[src/rtl/ir_tx_scheduler.sv]
// ir_tx_scheduler: round-robin sharing of one IR transmit path between NREQ
// requesters. One frame at a time: grant, start strobe, wait for done (with
// timeout), then hold an idle gap before the next grant.
module ir_tx_scheduler #(
  parameter int NREQ          = 2,
  parameter int CODE_W        = 11,
  parameter int GAP_TICKS     = 5,
  parameter int TIMEOUT_TICKS = 50,
  parameter int CNT_W         = 8
) (
  input  logic                     clk,
  input  logic                     rst,
  input  logic                     tick,
  input  logic [NREQ-1:0]          req,
  input  logic [NREQ*CODE_W-1:0]   code_in,
  output logic [NREQ-1:0]          ack,
  output logic                     tx_start,
  output logic [CODE_W-1:0]        tx_code,
  input  logic                     tx_done,
  output logic                     busy,
  output logic [$clog2(NREQ)-1:0]  grant_id,
  output logic                     err
);

  localparam int ID_W = $clog2(NREQ);

  typedef enum logic [1:0] {IDLE, LAUNCH, SEND, GAP} state_t;

  state_t            state, state_nxt;
  logic [CNT_W-1:0]  cnt, cnt_nxt;
  logic [ID_W-1:0]   rr_ptr, rr_nxt;
  logic [ID_W-1:0]   winner, cand;
  logic              found;
  logic [NREQ-1:0]   ack_nxt;
  logic              start_nxt, err_nxt;
  logic [CODE_W-1:0] code_nxt;
  logic [ID_W-1:0]   grant_nxt;
  logic [CODE_W-1:0] codes [NREQ];

  // Unpack the flat code bus into one entry per requester.
  for (genvar g = 0; g < NREQ; g++) begin : g_codes
    assign codes[g] = code_in[g*CODE_W +: CODE_W];
  end

  // Round-robin pick: first set request scanning upward from rr_ptr+1 with wrap.
  always_comb begin
    winner = '0;
    found  = 1'b0;
    cand   = '0;
    for (int k = 1; k <= NREQ; k++) begin
      cand = ID_W'((int'(rr_ptr) + k) % NREQ);
      if (!found && req[cand]) begin
        winner = cand;
        found  = 1'b1;
      end
    end
  end

  // Next-state and registered-output decode. One counter serves both phases:
  // it counts ticks up in SEND (timeout) and down in GAP (inter-frame gap).
  always_comb begin
    state_nxt = state;
    cnt_nxt   = cnt;
    rr_nxt    = rr_ptr;
    ack_nxt   = '0;
    start_nxt = 1'b0;
    err_nxt   = err;
    code_nxt  = tx_code;
    grant_nxt = grant_id;
    case (state)
      IDLE: begin
        if (found) begin
          code_nxt        = codes[winner];
          grant_nxt       = winner;
          ack_nxt[winner] = 1'b1;
          rr_nxt          = winner;
          state_nxt       = LAUNCH;
        end
      end
      LAUNCH: begin
        start_nxt = 1'b1;
        cnt_nxt   = '0;
        state_nxt = SEND;
      end
      SEND: begin
        // A done pulse beats a coincident timeout.
        if (tx_done) begin
          cnt_nxt   = CNT_W'(GAP_TICKS);
          state_nxt = GAP;
        end else if (tick) begin
          if (cnt == CNT_W'(TIMEOUT_TICKS - 1)) begin
            err_nxt   = 1'b1;
            cnt_nxt   = CNT_W'(GAP_TICKS);
            state_nxt = GAP;
          end else begin
            cnt_nxt = cnt + 1'b1;
          end
        end
      end
      GAP: begin
        if (cnt == '0)  state_nxt = IDLE;
        else if (tick)  cnt_nxt   = cnt - 1'b1;
      end
      default: state_nxt = IDLE;
    endcase
  end

  // State and output registers; reset aborts any frame in flight.
  always_ff @(posedge clk) begin
    if (!rst) begin
      state    <= IDLE;
      cnt      <= '0;
      rr_ptr   <= ID_W'(NREQ - 1);
      ack      <= '0;
      tx_start <= 1'b0;
      tx_code  <= '0;
      grant_id <= '0;
      err      <= 1'b0;
    end else begin
      state    <= state_nxt;
      cnt      <= cnt_nxt;
      rr_ptr   <= rr_nxt;
      ack      <= ack_nxt;
      tx_start <= start_nxt;
      tx_code  <= code_nxt;
      grant_id <= grant_nxt;
      err      <= err_nxt;
    end
  end

  assign busy = (state != IDLE);

endmodule

[config.mk]
export PLATFORM = sky130hd
export DESIGN_NAME = ir_tx_scheduler
export DESIGN_NICKNAME = d
export VERILOG_FILES = /design/src/rtl/ir_tx_scheduler.sv
export SDC_FILE = /design/constraint.sdc
export NUM_CORES = 1
export LEC_CHECK = 0
export ABC_CLOCK_PERIOD_IN_PS = 5010
export CAP_MARGIN = 20
export CORE_AREA = 2 2 86 68
export CTS_BUF_LIST = sky130_fd_sc_hd__clkbuf_4 sky130_fd_sc_hd__clkbuf_8
export DETAILED_ROUTE_END_ITERATION = 8
export DIE_AREA = 0 0 88 70
export HOLD_SLACK_MARGIN = 0.15
export SLEW_MARGIN = 20
export SYNTH_ARGS = -nofsm -noshare
export SYNTH_HDL_FRONTEND = slang
export SYNTH_SLANG_ARGS = --single-unit
export TNS_END_PERCENT = 10
[constraint.sdc]
create_clock -name clk -period 5.01 [get_ports clk]
set_input_delay 0.501 -clock clk [delete_from_list [all_inputs] [get_ports clk]]
set_output_delay 0.501 -clock clk [all_outputs]
set_load 0.05 [all_outputs]
### After elaboration in Yosys (flattened, before gate mapping)

Index checks and enable logic that the tools add are counted.

| cells by class | value |
|---|---|
| shift operators | 0 |
| bitwise operators | 2 |
| multipliers | 0 |
| divide/modulo/power cells | 0 |
| reductions and logical operators | 12 |
| $lt $le $gt $ge | 5 |
| add/sub/neg operators | 4 |
| eq/ne operators | 10 |
| muxes and demuxes | 26 |

Operators by type and width:

| kind | number |
|---|---|
| $mux 8 | 5 |
| $mux 11 | 3 |
| $pmux 8 s3 | 1 |
| $reduce_and 4->1 | 3 |
| $mux 1 | 10 |
| $mux 2 | 5 |
| $add 8x1->8 const B | 1 |
| $eq 8x6->1 const B | 1 |
| $logic_not 8->1 | 1 |
| $ne 2x2->1 const B | 4 |
| $pmux 2 s4 | 1 |
| $sub 8x1->8 const B | 1 |
| $lt 1x2->1 const B | 3 |
| $ne 3x3->1 const B | 2 |
| $eq 2x2->1 const B | 2 |
| $reduce_and 3->1 | 1 |
| $reduce_bool 3->1 | 1 |
| $add 1x1->1 const B | 2 |
| $eq 2x1->1 const B | 1 |
| $ge 2x2->1 const B | 1 |
| $logic_and 1x1->1 | 2 |
| $logic_not 2->1 | 1 |
| $not 1->2 | 1 |
| $reduce_and 2->1 | 1 |
| other kinds (5) | 5 |

| storage, ports and cells | value |
|---|---|
| word-level logic and storage cells | 67 |
| memories | 0 |
| latch bits | 0 |
| register bits | 27 |
| memory bits (writable) | 0 |
| ROM bits | 0 |
| input port bits | 28 |

### Logic depth before layout (Yosys ltp)

Gate-level depths: netlist (run 1).

| depth | value |
|---|---|
| word-level depth | 11 |
| gate-level depth with buffers | 7 |

### Worst setup path after synthesis (run 1)

No wires, ideal clock.

| timing | value |
|---|---|
| path type | reg-to-reg |
| start point | register state[0] |
| end point | register state[0] |
| arrival time | 1791 ps |
| library setup time | 122 ps |
| stages on the path, launching flop included | 7 |
| path slack | 3097 ps |
| period minus slack after synthesis | 1913 ps |
| data required time | 4888 ps |
| path through | dfxtp_1 > inv_1 > ha_1 > inv_1 > nor3_1 > a2111o_1 > o311a_1 |

| on the way | value |
|---|---|
| word-level cells in the longest chain between the ends | 3 |
| elaborated cells on any way between the ends | 10 |
| those cells by class | eq/ne: 7; mux: 1; reduce/logical: 2 |

RTL lines:

| item | RTL line | text |
|---|---|---|
| from (decl) | 29 | `state_t state, state_nxt;` |
| from (signal assigned) | 120 | `state <= state_nxt;` |
| $eq 2x2->1 / $logic_not 2->1 (equally long branches) | 70 | `case (state)` |
| $ne 3x3->1 (no source line) / $ne 2x2->1 (equally long branches) | - |  |
| $reduce_and 4->1 (no source line) | - |  |

Parallel ways exist; a longest one is shown, timed or not.
A chain may end at the register's enable or synchronous reset.

### Final worst setup path (run 1)

| timing | value |
|---|---|
| start point | register state[1] |
| end point | output busy |

| on the way | value |
|---|---|
| word-level cells in the longest chain between the ends | 1 |

RTL lines:

| item | RTL line | text |
|---|---|---|
| $reduce_bool 2->1 | 131 | `assign busy = (state != IDLE);` |
| to (decl) | 20 | `output logic busy,` |

Every way passes these cells.

==> summary.md, run 1 <==
| Metric | Value |
|---|---|
| WS Path Type | `register to output pin` |
| Fill cells | `573` |
| CP Capture Type | `output pin` |
| CTS H-Tree Depth | `1` |
| Worst-skew pair later-pin latency | `0.29 ns` |
| Reg power frac | `0.289` |
| Post-CTS Setup Inserts | `0` |
| Synthesized flop and latch total | `27` |
| Int Pwr | `0.558 mW` |
| Routed wire length | `4040 microns` |
| Setup crit start kind | `register` |
| Top-area cell type share of the netlist area | `0.329` |
| First-pass GRT wire length | `6870 microns` |
| Setup Skew | `0.00484 ns` |
| Core area | `5440 sq um` |
| Post-CTS sizing | `0` |
| Antenna diodes | `0` |
| Residual DRC | `0` |
| Crit-path max cell delay | `0.84 ns` |
| DR vias/cell | `5.03` |
| Leak | `0.909 nW` |
| Final nets | `269` |
| Top Ports | `45` |
| Most frequent cells in the layout | `44 x clkdlybuf4s50_1, 27 x dfxtp_1, 24 x nand2_1` |
| Total CTS buffers | `3` |
| Port Buf Inserts | `44` |
| Peak VDD IR | `0.253 mV` |
| Min-Delay Path Class | `register to register` |
| Final hold viol count | `0` |
| Drt first pass iters | `4` |
| Synth unique cells | `45` |
| RSZ-0062 raised after global routing | `no` |
| Final core occ | `0.404` |
| Endpoints failing setup | `0` |
| Fmax | `399 MHz` |
| Switching share of power | `0.474` |
| Yosys warns | `0` |
| Slew Limit Fails | `0` |
| Vias | `1554` |
| CTS sink cnt | `27` |
| Area Overhead vs Synth | `33.6%` |
| CTS Buffer Depth | `2` |
| Layout cells sized above 1 | `0.0649` |
| Synth Flop Type | `dfxtp_1` |
| Final period util | `0.500` |
| CP Data Required Time | `4.51 ns` |
| Starting Density | `0.302` |
| Critical Path Slowest Stage Cell | `clkdlybuf4s50_1` |
| Max FO, Critical Path | `6` |
| Clock root cell | `clkbuf_8` |
| Die area | `6160 sq um` |
| Clock power frac | `0.132` |
| Largest net degree at the start of global routing | `30` |
| Initial antenna violation count | `0` |
| Die width | `88 microns` |
| CTS Hold Bufs | `0` |
| Setup TNS | `0 ns` |
| Status | `finished clean` |
| Wire per inst | `13.1 microns` |
| Number of enable flip-flop cells after synthesis | `0` |
| Crit path DAT | `2.00 ns` |
| Slew HR | `0.332` |
| Synth area leader | `dfxtp_1` |
| Area of the multi-input gates | `1020 sq um` |
| Total GRT Usage | `0.139` |
| Syn Nets | `229` |
| Fraction of registers with async set/reset | `0` |
| Crit path cell chain | `inv_1, ha_1, inv_1, clkdlybuf4s50_1` |
| Seq/Total Area, Yosys | `0.329` |
| Top cell by count, worst path | `inv_1` |
| Cell Pwr Density | `484 nW/um^2` |
| Via count of the first global-routing pass | `1409` |
| DP Wirelength | `2940 microns` |
| Die Y | `70 microns` |
| Cell Area, Synth | `1640 sq um` |
| Grt total ovfl | `0` |
| Seq. cell area | `541 sq um` |
| Row count | `24` |
| MaxCap Viol Count | `0` |
| Gate power share | `0.580` |
| Worst-margin pin slew | `0.999 ns` |
| CTS tree | `built` |
| Final min period | `2.51 ns` |
| Top post-synthesis cells by area | `dfxtp_1 33%, mux2i_1 7.3%, ha_1 6.9%` |
| Commonest non-fill, non-tap cell in the layout | `clkdlybuf4s50_1` |
| Initial detailed-routing violation count | `111` |
| Syn Inst Count | `192` |
| Post-route ant nets | `0` |
| Net Sw Power | `0.504 mW` |
| Gpl congestion | `0.834` |
| Clock slew at reported path FFs | `0.11 ns` |
| Syn Area/Cell | `8.55 sq um` |
synth_stat cells (2+ instances only):
cell type and count:
and3_1 3, nand3_1 7, nor3b_1 2, xnor2_1 2, or2_2 2, o21ai_0 9, a21oi_1 7, nor2b_1 3
buf_2 2, and3_2 2, ha_1 9, and2_1 2, nor4_1 2, nor2_1 10, inv_1 8, clkbuf_1 8
mux2i_1 12, nand2_1 24, dfxtp_1 27, o211a_1 11, a21boi_0 2, a21boi_1 3, a221oi_1 2, a22oi_1 2
nor3_1 2, nand2b_1 3, a21o_1 2, a31oi_1 7
worst max-delay path, delay by kind of cell (launching register included):
kind | cells | cell delay, ns
fa+ha+maj | 1 | 0.25
flops | 1 | 0.40
buf+inv | 3 | 1.07
metrics by stage:
stage	power [mW]	hold slack (ns)	setup slack, ns	instance area, sq um	cells
4_1_cts	1.07	0.502	2.48	2190	309
3_3_place_gp	0.923	0.478	2.78	2140	305
6_report	1.06	0.492	2.50	2190	309
5_1_grt	1.14	0.540	2.37	2190	309
3_5_place_dp	0.923	0.485	2.71	2140	305
2_1_floorplan	0.741	0.475	3.10	1640	192
power groups by stage:
| stage | logic [mW] | clock network (mW) | registers, mW |
|---|---|---|---|
| after floorplan | 0.308 | 0 | 0.432 |
| after global placement | 0.612 | 0 | 0.312 |
| after detailed placement | 0.611 | 0 | 0.312 |
| after CTS | 0.615 | 0.147 | 0.307 |
| after global routing | 0.667 | 0.156 | 0.317 |
| final | 0.615 | 0.140 | 0.307 |
worst paths after layout:
kind,endpoint,cells past startpoint,slack [ns],startpoint
max reg2reg,state[0],4,3.01,cnt[2]
min,grant_id,2,0.49,grant_id
max,busy,4,2.50,state[1]
min reg2reg,grant_id,2,0.49,grant_id
layout make-up:
| cell class | instances | area share |
|---|---|---|
| Clock buffer | 3 | 0.0188 |
| Clock inverter | 1 | 0.00399 |
| Inverter | 8 | 0.0137 |
| Multi-Input combinational cell | 146 | 0.465 |
| Sequential cell | 27 | 0.246 |
| Tap cell | 78 | 0.0445 |
| Timing Repair Buffer | 46 | 0.208 |
per-layer routing:
layer,wire length (microns),GRT usage,vias to the layer above
li1,-,-,777
met1,1820,0.184,681
met2,1630,0.200,92
met3,561,0.0686,4
met4,24,0.0359,0
met5,0,0,-
cell families after synthesis:
kind of cell	synth area share
AOI/OAI and AO/OA	0.265
muxes	0.0732
DFF	0.329
xor gates and xnor gates	0.0107
and+or+nand+nor	0.204
buffers and inverters	0.0495
adders and majority gates	0.0686
sequential cells by signal, summed over array words and instances (netlist names):
register and count:
state 2, tx_code 11, err 1, ack 2, grant_id 1, tx_start 1
rr_ptr 1, cnt 8
(Power assumes the default switching activity.)
==> inputs of run 2 (changes only) <==
- ABC_CLOCK_PERIOD_IN_PS: 5010 -> 2450
- clock period: 5.01 -> 2.45 ns (I/O delays scaled with it)
==> run 2 against run 1 <==
Effect of this change:
- total power grew 100%
- clock skew increased by 0.0057 ns
- highest routed layer unchanged
- combinational power up 110%
- largest cell class unchanged
- largest power group unchanged
- clock power grew 100%
- non-clock buffer count up 3
- worst hold slack worse by 0.0056 ns
- clock-buffer cell count is the same
- sequential share of layout area shrank 0.25 points
==> summary.md, run 2 (synthesized netlist as in run 1, its figures left out) <==
| Metric | Value |
|---|---|
| Status | `finished clean` |
| Total CTS buffers | `3 (unchanged)` |
| Antenna diodes | `0 (unchanged)` |
| Peak VDD IR | `0.579 mV (+130%)` |
| Final hold slack | `0.487 ns (-0.00560 ns)` |
| Starting Density | `0.302 (unchanged)` |
| Crit path DAT | `2.01 ns (about the same)` |
| Die width | `88 microns (unchanged)` |
| Final hold viol count | `0 (unchanged)` |
| CTS Buffer Depth | `2 (unchanged)` |
| Core area | `5440 sq um (unchanged)` |
| Residual DRC | `0 (unchanged)` |
| Area of the multi-input gates | `1020 sq um (unchanged)` |
| Final min period | `2.25 ns` |
| Vias | `1565 (+0.71%)` |
| Initial detailed-routing violation count | `76 (-32%)` |
| Reg with most FFs | `tx_code` |
| Worst-skew pair later-pin latency | `0.29 ns (about the same)` |
| Initial antenna violation count | `0 (unchanged)` |
| Die Y | `70 microns (unchanged)` |
| Max FO, Critical Path | `6 (unchanged)` |
| Critical Path Slowest Stage Cell | `clkdlybuf4s50_1` |
| Max FFs per register | `11 (unchanged)` |
| DP Wirelength | `3040 microns (+3.6%)` |
| Fmax | `444 MHz` |
| Largest net degree at the start of global routing | `24 (-20%)` |
| Port Buf Inserts | `44 (unchanged)` |
| Row count | `24 (unchanged)` |
| Layout cells sized above 1 | `0.0769 (+0.0120)` |
| Endpoints failing setup | `0 (unchanged)` |
| Clock slew at reported path FFs | `0.11 ns (about the same)` |
| Final nets | `272 (+1.1%)` |
| Fill cells | `563 (-1.7%)` |
| Die area | `6160 sq um (unchanged)` |
| Drt first pass iters | `4 (unchanged)` |
| Leak | `0.925 nW (+1.7%)` |
| Setup Skew | `0.0105 ns (+0.00567 ns)` |
| CTS Hold Bufs | `0 (unchanged)` |
| Final period util | `0.920` |
| Buffers & Inverters on Critical Path | `3 (unchanged)` |
| Seq. cell area | `541 sq um (unchanged)` |
| Commonest non-fill, non-tap cell in the layout | `clkdlybuf4s50_1` |
| CP Capture Type | `output pin` |
| Gpl congestion | `0.833 (-0.16%)` |
| Top delay family on crit path | `buffers and inverters` |
| Slew HR | `0.554 (+0.221)` |
| Via count of the first global-routing pass | `1439 (+2.1%)` |
| Clock root cell | `clkbuf_8` |
| Top Ports | `45 (unchanged)` |
| RSZ-0062 raised after global routing | `no` |
| Routed wire length | `4200 microns (+3.9%)` |
| Area Overhead vs Synth | `35.0%` |
| Min-Delay Path Class | `register to register` |
| Worst-margin pin slew | `0.664 ns (-0.335 ns)` |
| Top flop regs | `tx_code (11), cnt (8)` |
| Grt total ovfl | `0 (unchanged)` |
| Post-CTS sizing | `0 (unchanged)` |
| CTS sink cnt | `27 (unchanged)` |
| MaxCap Viol Count | `0 (unchanged)` |
| First-pass GRT wire length | `7060 microns (+2.7%)` |
| CP Data Required Time | `2.20 ns (-2.31 ns)` |
| Setup TNS | `0 ns (unchanged)` |
| Wire per inst | `13.5 microns (+2.9%)` |
| WS Path Type | `register to output pin` |
| Crit-path max cell delay | `0.83 ns (about the same)` |
| Slew Limit Fails | `0 (unchanged)` |
| Top cell by count, worst path | `inv_1` |
| Post-CTS Setup Inserts | `0 (unchanged)` |
| Cell Pwr Density | `981 nW/um^2 (+100%)` |
| CTS tree | `built` |
| Setup crit start kind | `register` |
| CTS H-Tree Depth | `1 (unchanged)` |
| DR vias/cell | `5.02 (-0.26%)` |
| Total GRT Usage | `0.145 (+0.00608)` |
| Most frequent cells in the layout | `44 x clkdlybuf4s50_1, 27 x dfxtp_1, 24 x nand2_1` |
| Post-route ant nets | `0 (unchanged)` |
| Crit path cell chain | `inv_1, ha_1, inv_1, clkdlybuf4s50_1` |
[run 2: worst reg2reg max path, cell delays in order (launching register included)]
cell and delay, ns:
dfxtp_1 0.39, ha_1 0.41, nand2_1 0.10, a311oi_1 0.35, a31oi_1 0.15, nand2b_1 0.22
o31ai_1 0.24
[run 2: layout make-up]
class,count,area share
sequential,27,0.244
timing repair buffer,49,0.216
clock buffer,3,0.0186
inverter,8,0.0136
tap,78,0.0440
clock inverter,1,0.00395
multi-input combinational,146,0.460
[run 2: path summary, 6_finish.rpt]
path	slack (ns)	to	cells past startpoint	startpoint
worst max register to register	0.50	cnt[4]	6	state[1]
worst min-delay path	0.49	grant_id	2	grant_id
worst min register to register	0.49	grant_id	2	grant_id
worst max-delay path	0.20	busy	4	state[0]
[run 2: layer usage]
layer	vias to the layer above	track usage	wire length [microns]
li1	779	-	-
met3	6	0.0686	511
met2	76	0.211	1770
met4	0	0.0359	43
met5	-	0	0
met1	704	0.192	1870
[run 2: per-stage QoR]
step	power, mW	cells	cell area [sq um]	utilization	setup WS [ns]
floorplan	1.51	192	1640	-	0.537
global placement	1.89	308	2170	0.398	0.525
detailed placement	1.89	308	2170	0.398	0.469
CTS	2.19	312	2220	0.408	0.167
global route	2.34	312	2220	0.408	0.0645
finish	2.17	312	2220	0.408	0.196
[run 2: where the power goes]
group / leakage, nW / internal, mW / switching [mW]
clock: 0.0261 / 0.120 / 0.162
combinational: 0.677 / 0.481 / 0.785
sequential: 0.222 / 0.551 / 0.0752
